<file path="src/rtl/fsm_ram_pkg.sv">
// Shared types and constants for the register-image RAM FSMs (init and read side).
// Position-search helper is used by fsm_lect_ram when FSM_LECT_RAM_MASK_EN is defined.
package fsm_ram_pkg;

   localparam int N_POS  = 32;
   localparam int DATA_W = 8;

   typedef enum logic [2:0] {
      ST_IDLE = 3'd0,
      ST_ADDR = 3'd1,
      ST_CAPT = 3'd2,
      ST_PRES = 3'd3,
      ST_DONE = 3'd4
   } state_t;

   localparam logic [4:0] POS_ST0  = 5'd0;
   localparam logic [4:0] POS_SEG  = 5'd3;
   localparam logic [4:0] POS_MIN  = 5'd4;
   localparam logic [4:0] POS_HORA = 5'd5;
   localparam logic [4:0] POS_DIA  = 5'd6;
   localparam logic [4:0] POS_MES  = 5'd7;
   localparam logic [4:0] POS_ANIO = 5'd8;

   // Lowest set bit of m at index >= from; returns N_POS when there is none.
   function automatic logic [5:0] next_set(input logic [N_POS-1:0] m, input logic [5:0] from);
      logic [5:0] res;
      res = 6'(N_POS);
      for (int i = N_POS-1; i >= 0; i--)
         if (m[i] && (6'(i) >= from)) res = 6'(i);
      return res;
   endfunction

endpackage

</file>
<file path="src/rtl/dec_onehot_5a32.sv">
// 5-bit index to 32-bit one-hot decoder with enable; all zeros when disabled.
module dec_onehot_5a32 (
   input  logic        en_i,
   input  logic [4:0]  idx_i,
   output logic [31:0] onehot_o
);

   assign onehot_o = en_i ? (32'd1 << idx_i) : 32'd0;

endmodule

</file>
<file path="src/rtl/fsm_lect_ram.sv">
// Sweeps the 32 register-image RAM positions and hands each byte over valid/ready.
// Optional FSM_LECT_RAM_MASK_EN adds lect_mask to skip positions.
module fsm_lect_ram
   import fsm_ram_pkg::*;
(
   input  logic              clk,
   input  logic              reset,
   input  logic              do_it_lect_ram,
`ifdef FSM_LECT_RAM_MASK_EN
   input  logic [N_POS-1:0]  lect_mask,
`endif
   input  logic [DATA_W-1:0] dato_ram,
   output logic [N_POS-1:0]  dir_ram,
   output logic              r_ram_enable,
   output logic              w_ram_enable,
   output logic [DATA_W-1:0] dato_out,
   output logic [4:0]        dir_pos,
   output logic              dato_valid,
   input  logic              dato_ready,
   output logic              busy,
   output logic              done
);

   state_t              state_q;
   logic [4:0]          cnt_q;
   logic                ren_q;
   logic [DATA_W-1:0]   dato_q;
   logic [4:0]          pos_q;
   logic                vld_q;
   logic                busy_q;
   logic                done_q;
   logic [5:0]          first_d;   // bit 5 set means no position to read
   logic [5:0]          nxt_d;

`ifdef FSM_LECT_RAM_MASK_EN
   logic [N_POS-1:0]    mask_q;
   assign first_d = next_set(lect_mask, 6'd0);
   assign nxt_d   = next_set(mask_q, {1'b0, cnt_q} + 6'd1);
`else
   assign first_d = 6'd0;
   assign nxt_d   = {1'b0, cnt_q} + 6'd1;
`endif

   always_ff @(posedge clk) begin
      if (reset) begin
         state_q <= ST_IDLE;
         cnt_q   <= 5'd0;
         ren_q   <= 1'b0;
         dato_q  <= '0;
         pos_q   <= 5'd0;
         vld_q   <= 1'b0;
         busy_q  <= 1'b0;
         done_q  <= 1'b0;
`ifdef FSM_LECT_RAM_MASK_EN
         mask_q  <= '0;
`endif
      end else begin
         case (state_q)
            ST_IDLE: begin
               if (do_it_lect_ram) begin
                  busy_q <= 1'b1;
`ifdef FSM_LECT_RAM_MASK_EN
                  mask_q <= lect_mask;
`endif
                  if (first_d[5]) begin
                     state_q <= ST_DONE;
                     done_q  <= 1'b1;
                  end else begin
                     state_q <= ST_ADDR;
                     cnt_q   <= first_d[4:0];
                     ren_q   <= 1'b1;
                  end
               end
            end
            ST_ADDR: begin
               ren_q   <= 1'b0;
               state_q <= ST_CAPT;
            end
            ST_CAPT: begin
               dato_q  <= dato_ram;
               pos_q   <= cnt_q;
               vld_q   <= 1'b1;
               state_q <= ST_PRES;
            end
            ST_PRES: begin
               // Terminal test comes before the increment, so the counter never wraps.
               if (dato_ready) begin
                  vld_q <= 1'b0;
                  if (cnt_q == 5'(N_POS-1) || nxt_d[5]) begin
                     state_q <= ST_DONE;
                     done_q  <= 1'b1;
                  end else begin
                     cnt_q   <= nxt_d[4:0];
                     ren_q   <= 1'b1;
                     state_q <= ST_ADDR;
                  end
               end
            end
            ST_DONE: begin
               done_q  <= 1'b0;
               busy_q  <= 1'b0;
               state_q <= ST_IDLE;
            end
            default: begin
               state_q <= ST_IDLE;
               ren_q   <= 1'b0;
               vld_q   <= 1'b0;
               busy_q  <= 1'b0;
               done_q  <= 1'b0;
            end
         endcase
      end
   end

   dec_onehot_5a32 u_dec (
      .en_i     (ren_q),
      .idx_i    (cnt_q),
      .onehot_o (dir_ram)
   );

   assign r_ram_enable = ren_q;
   assign w_ram_enable = 1'b0;
   assign dato_out     = dato_q;
   assign dir_pos      = pos_q;
   assign dato_valid   = vld_q;
   assign busy         = busy_q;
   assign done         = done_q;

endmodule
</file>
<file path="config.mk">
export PLATFORM = sky130hd
export DESIGN_NAME = fsm_lect_ram
export DESIGN_NICKNAME = d
export VERILOG_FILES = /design/src/rtl/fsm_ram_pkg.sv /design/src/rtl/dec_onehot_5a32.sv /design/src/rtl/fsm_lect_ram.sv
export SDC_FILE = /design/constraint.sdc
export NUM_CORES = 1
export LEC_CHECK = 0
export CAP_MARGIN = 25
export CORE_ASPECT_RATIO = 2
export CORE_MARGIN = 4
export CORE_UTILIZATION = 42
export CTS_BUF_LIST = sky130_fd_sc_hd__clkbuf_8
export DETAILED_ROUTE_END_ITERATION = 10
export PLACE_DENSITY = 0.89
export SYNTH_ARGS = -nofsm -noshare
export SYNTH_HDL_FRONTEND = slang
export SYNTH_SLANG_ARGS = --single-unit
</file>
<file path="constraint.sdc">
create_clock -name clk -period 2.5 [get_ports clk]
set_input_delay 0.375 -clock clk [delete_from_list [all_inputs] [get_ports clk]]
set_output_delay 0.375 -clock clk [all_outputs]
set_load 0.03 [all_outputs]
</file>
==> results.md, run 1 <==
- Hold Vio Cnt, Final: 0
- Initial antenna violation count: 0
- Leakage: 0.000763 uW
- DR DRC count: 0
- EDFF count, synth: 0
- Final min period: 2.39 ns
- CP dominant cell by count: ha_1
- Longest Clk Path Bufs: 2
- FF+latch count, synth: 25
- Synth area leader: dfxtp_1
- Switching Share: 28.3%
- Die ar.: 0.00418 sq mm
- Iteration-0 DRC Markers: 27
- RR Startpoint: cnt_q[0]$_SDFFE_PP0P_
- Yosys warns: 0
- Internal power: 602 uW
- Crit. End Element: primary output
- Sequential power share: 51.8%
- Vias in the first global route: 1297
- PortBufs: 60
- Max-cap viol count: 0
- Synthesized Nets: 203
- R2R Setup Slk: 0.48 ns
- Placer Congestion: 0.849
- Ranking of synthesized cells by area: dfxtp_1 (38%), nand2_1 (10%), nor2_1 (10%), a21oi_1 (6.8%), ha_1 (6.6%)
- Switching Power: 238 uW
- Share of layout cells above drive strength 1: 6.28%
- Crit. Startpoint: cnt_q[1]$_SDFFE_PP0P_
- Total track usage: 18.4%
- Worst stage delay on the critical path: 0.68 ns
- DR top layer: met4
- WP buf/inv: 1
- Crit-path slowest cell: clkdlybuf4s50_1
- Synth cell count leaders: nand2_1 (36), nor2_1 (36), dfxtp_1 (25)
- CP top delay family: buffers and inverters
- Setup violators final: 0
- Worst setup SP type: register
- Die height: 87.5 um
- HP Start: dato_out[2]$_SDFFE_PP0P_
- Number of vias per cell: 5.14
- Slew Limit Fails: 0
- Async set-or-reset flop fraction in the synthesized netlist: 0%
- CTS Hold Bufs: 0
- CTS Sinks: 25
- Clock power share: 27.3%
- Synth Flop Type: dfxtp_1
- Synth top area share: 37.7%
- Logic gate share of total power: 20.9%
- Root Buffer: clkbuf_8
- HPWL after DPL: 2870 um
- Grt ovf: 0
- Status: finished clean
- Die width: 47.7 um
- Final WS setup: 0.113 ns
- Crit Path Category: reg2out
- Finished Layout Cells: 269
- Pre-CTS WS: 0.384 ns
- Vias post-DR: 1384
- Skew final: 0.0102 ns
- H-Tree Level Count: 1
- Fin Setup TNS: 0 ns
- Initial Util: 44.0%
- Dpl cells: 265
- Required @ worst endpoint: 2.12 ns
- CTS Buf Count: 3
- Rows: 28
- First-pass GRT wire length: 5820 um
- RSZ-0062 raised after global routing: false
- CP max FO: 7
- CTS tree: yes
- Worst-Skew Late Latency: 0.26 ns
- Syn-to-layout area delta: 49.8%
- Syn avg cell area: 7.21 sq um
- Avg WL per Cell: 13.7 um
- WL met3: 144 um
- Met1 Wirelength: 1350 um
- Clk slew on worst S/H paths: 0.09 ns
- Nets: 259
- Worst vdd ir: 0.384 mV
- I/O pin count: 62
- Mapped Cells: 184
- Post-Route WL: 3680 um
- Mapped Area: 0.00133 sq mm
- First-pass DRT Iterations: 4
- # diodes: 0
- Largest net degree at the start of global routing: 17
- Distinct cells, synth: 33
- Final period util: 95.5%
- Fmax achieved: 419 MHz
- Worst hold path class: reg2reg
- Arr. time, crit path: 2.01 ns
- Seq/Total Area, Yosys: 37.7%
- Core Box Area: 0.00301 sq mm
- Crit-path cells: ha_1, ha_1, nand2_1, nor2_1, clkdlybuf4s50_1
- Met2 WL: 2120 um
- Power Dens Cells: 423 mW/mm^2
- Fillers: 242
- Post-route antenna net violation count: 0
[metal layers]
metal	up-vias	global-route usage, %
met2	33	34.3
met5	-	0
li1	714	-
met1	633	19.1
met4	0	7.60
met3	4	1.45
[final timing paths]
path,end,depth (start not counted)
worst max-delay path,dir_ram[27],5
worst min-delay path,dato_out[2]$_SDFFE_PP0P_,2
worst max register to register,cnt_q[3]$_SDFFE_PP0P_,6
worst min register to register,dato_out[2]$_SDFFE_PP0P_,2
[area by class of cell]
| type | count | area, sq um | area share, % |
|---|---|---|---|
| Inverter | 6 | 22.5 | 1.13 |
| Sequential cell | 25 | 502 | 25.3 |
| Timing Repair Buffer | 63 | 628 | 31.6 |
| Clock inverter | 1 | 3.75 | 0.189 |
| Clock buffer | 3 | 41.3 | 2.08 |
| Multi-Input combinational cell | 141 | 752 | 37.8 |
| Tap cell | 30 | 37.5 | 1.89 |
[power by group through the flow]
| stage | Sequential [uW] | Clock (uW) | Combinational, uW |
|---|---|---|---|
| 6_report | 435 | 230 | 175 |
| 5_1_grt | 438 | 245 | 190 |
| 4_1_cts | 435 | 231 | 177 |
| 3_5_place_dp | 444 | 0 | 176 |
| 3_3_place_gp | 443 | 0 | 174 |
| 2_1_floorplan | 462 | 0 | 89.3 |
[cell families (layout without fill, tap and decap cells)]
logic type,after synthesis,count (layout),synth area share [%]
simple gates,100,100,33.4
compound gates,32,32,15.6
flops,25,25,37.7
buf+inv,18,73,5.57
fa+ha+maj,7,7,6.60
other cells,1,1,0.283
mux,1,1,0.849
[worst reg2reg max path: cells and delay by family, from the launching register on]
kind | cells | cell delay, ns
and+or+nand+nor | 1 | 0.22
AOI/OAI and AO/OA | 3 | 0.84
adders and majority gates | 2 | 0.47
DFF | 1 | 0.38
[flip-flops by register name, indices dropped and copies added (netlist names)]
name,flops
dir_pos,5
dato_out,8
done,1
dato_valid,1
cnt_q,5
r_ram_enable,1
busy,1
state_q,3
[cells in the final DEF, fill, tap and decap left out, types with 2 or more instances in the layout]
master           instances
a21oi_1                 18
a22o_1                   3
a31oi_1                  2
and3_1                   3
buf_4                    3
clkbuf_8                 3
clkdlybuf4s50_1         58
dfxtp_1                 24
dlymetal6s2s_1           2
ha_1                     7
inv_1                    7
nand2_1                 36
nand2b_1                 4
nand3_1                  3
nor2_1                  36
nor3_1                   7
nor4_1                   2
o21ai_0                  2
or2_1                    2
or2_2                    2
[per-stage QoR]
step | instance area (sq um) | power [uW] | hold slack, ns | utilization, %
after global placement | 1940 | 617 | 0.442 | 64.2
final | 1990 | 840 | 0.456 | 65.9
after global routing | 1990 | 873 | 0.477 | 65.9
after CTS | 1980 | 843 | 0.457 | 65.7
after floorplan | 1330 | 551 | 0.497 | -
after detailed placement | 1940 | 620 | 0.446 | 64.2
[timing repair]
action,CTS,global route
hold endpoints to repair,0,0
endpoints found under the setup margin,0,4
setup buffers,0,0
resized for setup,0,3
No activity file was read; power rests on OpenSTA's default activity.
==> run 2: changes to the inputs <==
ABC_CLOCK_PERIOD_IN_PS = 2500   (was unset)
==> results of run 2 <==
The final DEF is identical to that of run 1; final timing and power are the same.
==> run 3: changes to the inputs <==
CORE_ASPECT_RATIO = 1.1   (was 2)
SETUP_SLACK_MARGIN = 0.4   (was unset)
==> results.md, run 3 (synthesis gave the netlist of run 1 again) <==
- Status: finished clean
- Sequential power share: 51.0%
- Avg WL per Cell: 13.2 um
- CTS Sinks: 25
- Die height: 66.9 um
- Total track usage: 18.5%
- Slew Limit Fails: 0
- Worst-Skew Late Latency: 0.27 ns
- Post-Route WL: 3590 um
- Fin Setup TNS: 0 ns
- Skew final: 0.00391 ns
- Die ar.: 0.00412 sq mm
- PortBufs: 60
- Utilization after layout: 63.4%
- RSZ-0062 raised after global routing: false
- Die width: 61.6 um
- Post-DP Area: 0.00194 sq mm
- Final period util: 81.8%
- Total power: 854 uW
- Vias post-DR: 1393
- Commonest cells after routing, fill and taps aside: nor2_1 (36), nand2_1 (36), clkdlybuf4s50_1 (28)
- Share of layout cells above drive strength 1: 12.6%
- Placer Congestion: 0.797
- Internal power: 604 uW
- Number of vias per cell: 5.10
- Arr. time, crit path: 1.67 ns
- Final min period: 2.05 ns
- CP max FO: 7
- Iteration-0 DRC Markers: 62
- Worst hold path class: reg2reg
- Required @ worst endpoint: 2.12 ns
- CTS tree: yes
- DR DRC count: 0
- H-Tree Level Count: 1
- Initial antenna violation count: 0
- Design area: 0.00193 sq mm
- Crit Path Category: reg2out
- Initial Util: 43.5%
- First-pass DRT Iterations: 4
- Nets: 259
- Worst vdd ir: 0.319 mV
- I/O pin count: 62
- Power Dens Cells: 442 mW/mm^2
- Finished Layout Cells: 273
- Root Buffer: clkbuf_8
- Fmax achieved: 489 MHz
- Hold Vio Cnt, Final: 0
- Max-cap viol count: 0
- Vias in the first global route: 1304
- Clk slew on worst S/H paths: 0.09 ns
- Switching Power: 250 uW
- Post-route antenna net violation count: 0
- Largest net degree at the start of global routing: 17
- Leakage: 0.000816 uW
- First-pass GRT wire length: 5890 um
- Syn-to-layout area delta: 45.8%
- Max reg flops: 8
- Switching Share: 29.3%
- # diodes: 0
- Longest Clk Path Bufs: 2
- Crit. End Element: primary output
- Dpl cells: 269
- Worst setup SP type: register
- HPWL after DPL: 2710 um
- CTS Buf Count: 3
- Rows: 21
- Setup violators final: 0
- Core Box Area: 0.00305 sq mm
- Clock power share: 28.7%
- Grt ovf: 0
- Logic gate share of total power: 20.3%
## run 3: power groups by stage
| stage | sequential, uW | clock [uW] | combinational (uW) |
|---|---|---|---|
| floorplan | 462 | 0 | 89.3 |
| global placement | 445 | 0 | 171 |
| detailed placement | 445 | 0 | 174 |
| CTS | 436 | 248 | 174 |
| global route | 439 | 264 | 188 |
| finish | 436 | 245 | 173 |
## run 3: layout make-up
cell class                      instances  area [sq um]
Inverter                                6          22.5
Clock buffer                            3          41.3
Fill cell                             280          1110
Tap cell                               34          42.5
Multi-Input combinational cell        141           752
Clock inverter                          1          7.51
Timing Repair Buffer                   63           561
Sequential cell                        25           507
## run 3: worst max-delay path: stages (launching register included)
cell and delay, ns:
dfxtp_1 0.50, nor2b_1 0.25, nand2_1 0.14, nor2_1 0.11, dlygate4sd2_1 0.40
## run 3: per-layer routing
metal,global-route usage [%],vias to the layer above,part of all wire [%]
li1,-,716,-
met1,22.6,638,42
met5,0,-,0
met3,3.10,4,6.3
met4,3.98,0,0.78
met2,33.0,35,51
## run 3: what timing repair did
action                                  4_1_cts  5_1_grt
gates cloned                                  0        0
endpoints found under the setup margin       32       30
hold buffers                                  0        0
buffers inserted                              0        0
gates resized for setup                      43       25
## run 3: worst paths after layout
path,from,endpoint,slack [ns],depth (start not counted)
setup reg to reg,cnt_q[0]$_SDFFE_PP0P_,cnt_q[0]$_SDFFE_PP0P_,0.55,6
hold reg to reg,dato_out[1]$_SDFFE_PP0P_,dato_out[1]$_SDFFE_PP0P_,0.46,2
hold / removal,dato_out[1]$_SDFFE_PP0P_,dato_out[1]$_SDFFE_PP0P_,0.46,2
setup / recovery,r_ram_enable$_SDFFE_PP0P_,dir_ram[9],0.45,4
## run 3: stage by stage
step                hold WS (ns)  worst slack (ns)
floorplan                  0.497             0.555
global placement           0.442             0.409
detailed placement         0.446             0.347
CTS                        0.459             0.334
global route               0.478             0.401
finish                     0.455             0.454
